===== config.mk =====
export PLATFORM = sky130hd
export DESIGN_NAME = vga_point_overlay
export DESIGN_NICKNAME = d
export VERILOG_FILES = /design/src/rtl/vga_point_overlay.sv
export SDC_FILE = /design/constraint.sdc
export NUM_CORES = 2
export LEC_CHECK = 0
export CORE_ASPECT_RATIO = 1.25
export CORE_MARGIN = 3
export CORE_UTILIZATION = 28
export DETAILED_ROUTE_END_ITERATION = 6
export GPL_ROUTABILITY_DRIVEN = 0
export GPL_TIMING_DRIVEN = 1
export HOLD_SLACK_MARGIN = 0.15
export PLACE_DENSITY_LB_ADDON = 0.12
export SLEW_MARGIN = 30
export SYNTH_ARGS = -nofsm -noshare
export SYNTH_HDL_FRONTEND = slang
export SYNTH_SLANG_ARGS = --single-unit
export TNS_END_PERCENT = 50

===== constraint.sdc =====
create_clock -name vclock -period 11.85 [get_ports vclock]
set_input_delay 1.185 -clock vclock [delete_from_list [all_inputs] [get_ports vclock]]
set_output_delay 1.185 -clock vclock [all_outputs]
set_load 0.05 [all_outputs]

===== src/rtl/vga_point_overlay.sv =====
// Double-buffered laser-spot list drawn as coloured squares over a VGA pixel stream.
// Two-stage pipeline: hit vector, then priority-encoded colour; syncs delayed to match.
`timescale 1ns/1ps
module vga_point_overlay #(
  parameter int unsigned DEPTH = 16,
  parameter int unsigned R     = 1,
  parameter logic [2:0]  BG    = 3'b000
) (
  input  logic                           vclock,
  input  logic                           reset_n,
  input  logic [9:0]                     hcount,
  input  logic [9:0]                     vcount,
  input  logic                           hsync,
  input  logic                           vsync,
  input  logic                           blank,
  input  logic [9:0]                     pt_x,
  input  logic [9:0]                     pt_y,
  input  logic [2:0]                     pt_color,
  input  logic                           pt_valid,
  output logic                           pt_ready,
  input  logic                           pt_commit,
  output logic                           commit_pending,
  output logic                           frame_swap,
  output logic [$clog2(DEPTH+1)-1:0]     front_count,
  output logic [2:0]                     rgb,
  output logic                           hsync_out,
  output logic                           vsync_out,
  output logic                           blank_out
);

  localparam int unsigned CW = $clog2(DEPTH+1);
  localparam logic signed [10:0] R_POS = 11'(R);
  localparam logic signed [10:0] R_NEG = -R_POS;

  // Entry layout: {x[22:13], y[12:3], color[2:0]}
  logic [22:0]       bank_a [DEPTH];
  logic [22:0]       bank_b [DEPTH];
  logic              front;
  logic [CW-1:0]     back_count;
  logic              swapped_lo;
  logic              wr_en;
  logic              swap;

  logic [DEPTH-1:0]  hit_c;
  logic [DEPTH-1:0]  hit_q;
  logic              hs_q, vs_q, bl_q;
  logic [2:0]        hit_color;
  logic              hit_found;
  logic signed [10:0] dx, dy;
  logic [22:0]       ent;

  assign pt_ready = ~commit_pending & (back_count < CW'(DEPTH));
  assign wr_en    = pt_valid & pt_ready;
  // swapped_lo limits the swap to one per vsync-low period
  assign swap     = commit_pending & ~vsync & ~swapped_lo;

  always_ff @(posedge vclock) begin
    if (wr_en) begin
      for (int unsigned i = 0; i < DEPTH; i++) begin
        if (back_count == CW'(i)) begin
          if (front) bank_a[i] <= {pt_x, pt_y, pt_color};
          else       bank_b[i] <= {pt_x, pt_y, pt_color};
        end
      end
    end
  end

  always_ff @(posedge vclock or negedge reset_n) begin
    if (!reset_n) begin
      front          <= 1'b0;
      front_count    <= '0;
      back_count     <= '0;
      commit_pending <= 1'b0;
      frame_swap     <= 1'b0;
      swapped_lo     <= 1'b0;
    end else begin
      frame_swap <= swap;
      if (vsync)     swapped_lo <= 1'b0;
      else if (swap) swapped_lo <= 1'b1;
      if (swap) begin
        front          <= ~front;
        front_count    <= back_count;
        back_count     <= '0;
        commit_pending <= 1'b0;
      end else begin
        if (wr_en)     back_count     <= back_count + 1'b1;
        if (pt_commit) commit_pending <= 1'b1;
      end
    end
  end

  always_comb begin
    hit_c = '0;
    dx    = '0;
    dy    = '0;
    ent   = '0;
    for (int unsigned i = 0; i < DEPTH; i++) begin
      ent = front ? bank_b[i] : bank_a[i];
      dx  = $signed({1'b0, hcount}) - $signed({1'b0, ent[22:13]});
      dy  = $signed({1'b0, vcount}) - $signed({1'b0, ent[12:3]});
      hit_c[i] = (CW'(i) < front_count) && (dx >= R_NEG) && (dx <= R_POS)
                 && (dy >= R_NEG) && (dy <= R_POS);
    end
  end

  always_comb begin
    hit_color = BG;
    hit_found = 1'b0;
    for (int unsigned i = 0; i < DEPTH; i++) begin
      if (hit_q[i] && !hit_found) begin
        hit_found = 1'b1;
        hit_color = front ? bank_b[i][2:0] : bank_a[i][2:0];
      end
    end
  end

  always_ff @(posedge vclock or negedge reset_n) begin
    if (!reset_n) begin
      hit_q     <= '0;
      hs_q      <= 1'b1;
      vs_q      <= 1'b1;
      bl_q      <= 1'b1;
      rgb       <= '0;
      hsync_out <= 1'b1;
      vsync_out <= 1'b1;
      blank_out <= 1'b1;
    end else begin
      hit_q     <= hit_c;
      hs_q      <= hsync;
      vs_q      <= vsync;
      bl_q      <= blank;
      rgb       <= bl_q ? 3'b000 : hit_color;
      hsync_out <= hs_q;
      vsync_out <= vs_q;
      blank_out <= bl_q;
    end
  end

endmodule


==> results by group <==
Flow run
  – Number of max-cap violations: 0

Detailed routing
  – Initial DRC count: 1,534
  – Post-DRT Antenna Nets: 0
  – Wirelength per Cell: 23.0 microns
  – Drt via density: 5.03
  – DRC violations left: 0
  – Pre-antenna DRT Iters: 5
  – Via count: 28,820
  – Final wirelength: 131,000 microns

Die
  – Core Area: 0.155 sq mm
  – Die Width: 359 microns
  – Starting density of the core: 0.283
  – Row count: 161
  – Die footprint: 0.161 sq mm
  – Num ports: 64
  – Die height: 448 microns

Placement
  – Post-DP HPWL: 84,300 microns
  – Port-buffer cells: 63
  – Placed cell area: 0.0470 sq mm

Global routing
  – First-pass GRT wire length: 193,000 microns
  – GRT overflow: 0
  – Vias in the first global route: 29,294
  – Largest net degree at the start of global routing: 91
  – Initial antenna violation count: 4
  – Tot GR Track Use: 0.162

Synth
  – Post-synth EDFFs: 736
  – Sequential element share of the synthesized area: 0.528
  – Yosys reg bits: 775
  – Post-Syn Instances: 3,448
  – Syn_nets: 3,855
  – Post-synth ARST share: 0.0503
  – Yosys cell types: 86
  – Post-Syn Area: 0.0437 sq mm
  – Top_reg_cell synth: edfxtp_1
  – Ys Warns: 0
  – Post-synthesis average cell area: 12.7 sq um

STA
  – Tmin final: 5.30 ns
  – Fmax: 189 MHz
  – Setup Viol. Count Final: 0
  – Period utilization: 0.447
  – Fin. Hold Viols: 0
  – Worst Tran Pin Value: 0.994 ns
  – Clock skew: 0.0308 ns
  – Slew HR: 0.338
  – Unrepaired setup endpoints after global routing: no
  – Hold_ws: 0.355 ns
  – Final setup TNS: 0 ns
  – Slew Viols, Final: 0

Min path
  – Hold Path Class: reg -> reg
  – Hold path startpoint: vs_q
  – Worst Hold Depth: 0
  – Hold path endpoint: vsync_out

Cells and area
  – Commonest non-fill, non-tap cell in the layout: edfxtp_1
  – Final instance area: 0.0501 sq mm
  – Area Growth Syn to Fin: 14.5%
  – Layout cells sized above 1: 0.107
  – Commonest non-fill, non-tap cells in the layout: edfxtp_1, mux2i_1, ha_1, nor2_1, nor3_1
  – Nets@finish: 4,017
  – Fill cells: 15,283

Clock network
  – Cts bufs inserted: 87
  – Skew-Pair Late Insertion Delay: 0.68 ns
  – CTS tree: done
  – Number of clock sinks: 775
  – Post-cts resize count: 0
  – Hold_buf cts: 0
  – Clock Tree Root: clkbuf_16
  – Max H-tree Level: 3
  – Post-CTS setup buffers: 0
  – Worst-path clk slew: 0.06 ns
  – Deepest clock path buffer count: 3

Power and ir drop
  – PD cells: 190 mW/mm^2
  – Peak supply drop: 131 uV
  – P_leak: 18.0 nW
  – Pwr Total: 9.51 mW

Setup path
  – RR Endpoint: hit_q[4]
  – WP data required: 12.43 ns
  – Reg2Reg Setup Slack: 6.55 ns
  – Worst setup path category: reg -> reg
  – Critical path endpoint category: flop
  – Critical Path AT: 5.88 ns
  – Worst R2R Path Depth: 12
  – Reg2reg start: front
  – Worst setup SP type: flop
  – Crit path max fanout: 44

Outcome
  – Run status: completed
-- metrics by stage --
stage,utilization,cells,setup slack (ns)
after floorplan,-,3448,7.71
after global placement,0.304,5555,6.61
after detailed placement,0.305,5555,6.53
after CTS,0.324,5718,6.50
after global routing,0.324,5722,6.29
final,0.324,5724,6.55
-- how the worst max path moves through the flow --
stage	slack, ns	to	cells past startpoint	from
2_1_floorplan	7.71	hit_q[12]	15	front
3_3_place_gp	6.61	hit_q[4]	12	front
3_5_place_dp	6.53	hit_q[4]	12	front
4_1_cts	6.50	hit_q[4]	12	front
5_1_grt	6.29	hit_q[4]	12	front
6_report	6.55	hit_q[4]	12	front
-- kinds of logic after synthesis --
kind of cell / count (synthesis) / share of synthesized area
adder cells (fa/ha/maj): 357 / 0.108
XOR/XNOR: 189 / 0.0378
flip-flops: 775 / 0.528
AO/OA/AOI/OAI: 590 / 0.0959
AND/OR/NAND/NOR: 1008 / 0.124
multiplexers: 408 / 0.0952
buffers and inverters: 121 / 0.0116
-- layout make-up --
| class | instances | area [sq um] | area share |
|---|---|---|---|
| tap | 2037 | 2550 | 0.0509 |
| clock buffer | 130 | 2610 | 0.0520 |
| multi-input combinational | 2552 | 20200 | 0.404 |
| timing repair buffer | 129 | 1000 | 0.0200 |
| antenna | 3 | 7.51 | 0.000150 |
| inverter | 65 | 244 | 0.00487 |
| sequential | 775 | 23100 | 0.461 |
| clock inverter | 33 | 338 | 0.00675 |
-- registers in the layout (all words and copies together) (netlist names), 3 cells and up --
name / flops
back_count: 5
bank_a: 368
bank_b: 368
front_count: 5
hit_q: 16
rgb: 3
-- critical path, cell delays in order, from the launching register on --
cell	delay, ns
dfrtp_4	0.95
buf_4	0.52
buf_4	0.65
mux2_2	0.41
ha_1	0.21
fa_1	0.41
nor2b_1	0.17
o2111ai_1	0.15
nand3b_1	0.13
xor2_1	0.08
or4_1	0.52
or4_1	0.64
a22oi_1	0.28
-- synth_stat cells, drive strengths merged (10+ instances only) --
library cell	count	area, sq um
o31ai	14	119
a21oi	91	459
o2111ai	54	473
and3	16	100
fa	32	641
a22oi	17	133
o21a	49	368
nand3	67	335
nand3b	56	420
o22ai	23	144
or4	25	188
nor4	41	269
a2111oi	33	289
buf	46	226
o21ai	89	445
mux2	63	709
ha	325	4070
a211oi	21	158
edfxtp	736	22100
a31oi	47	294
o211ai	42	320
nor3	140	701
inv	65	244
xor2	92	806
a21o	20	151
mux2i	345	3450
nor2	231	867
or3	32	200
dfrtp	33	826
nand2b	20	125
a211o	12	105
nand2	132	498
and2	22	138
nand4b	12	105
xnor2	97	850
clkbuf	10	37.5
nand4	45	282
and4	10	87.6
or2	49	307
nor2b	69	432
-- routing by layer --
metal  GRT usage  wire [microns]  vias up
met3      0.0179            3550      187
li1            -               -    13947
met4      0.0579            4190        2
met1       0.202           58600    14268
met2       0.288           65100      416
met5           0               8        -
-- power breakdown --
part           total [mW]  switching [mW]  internal, mW
sequential           3.10          0.0567          3.05
combinational        3.63            2.08          1.55
clock                2.78            1.13          1.65
total                9.51            3.27          6.24
No activity file was read; power rests on OpenSTA's default activity.
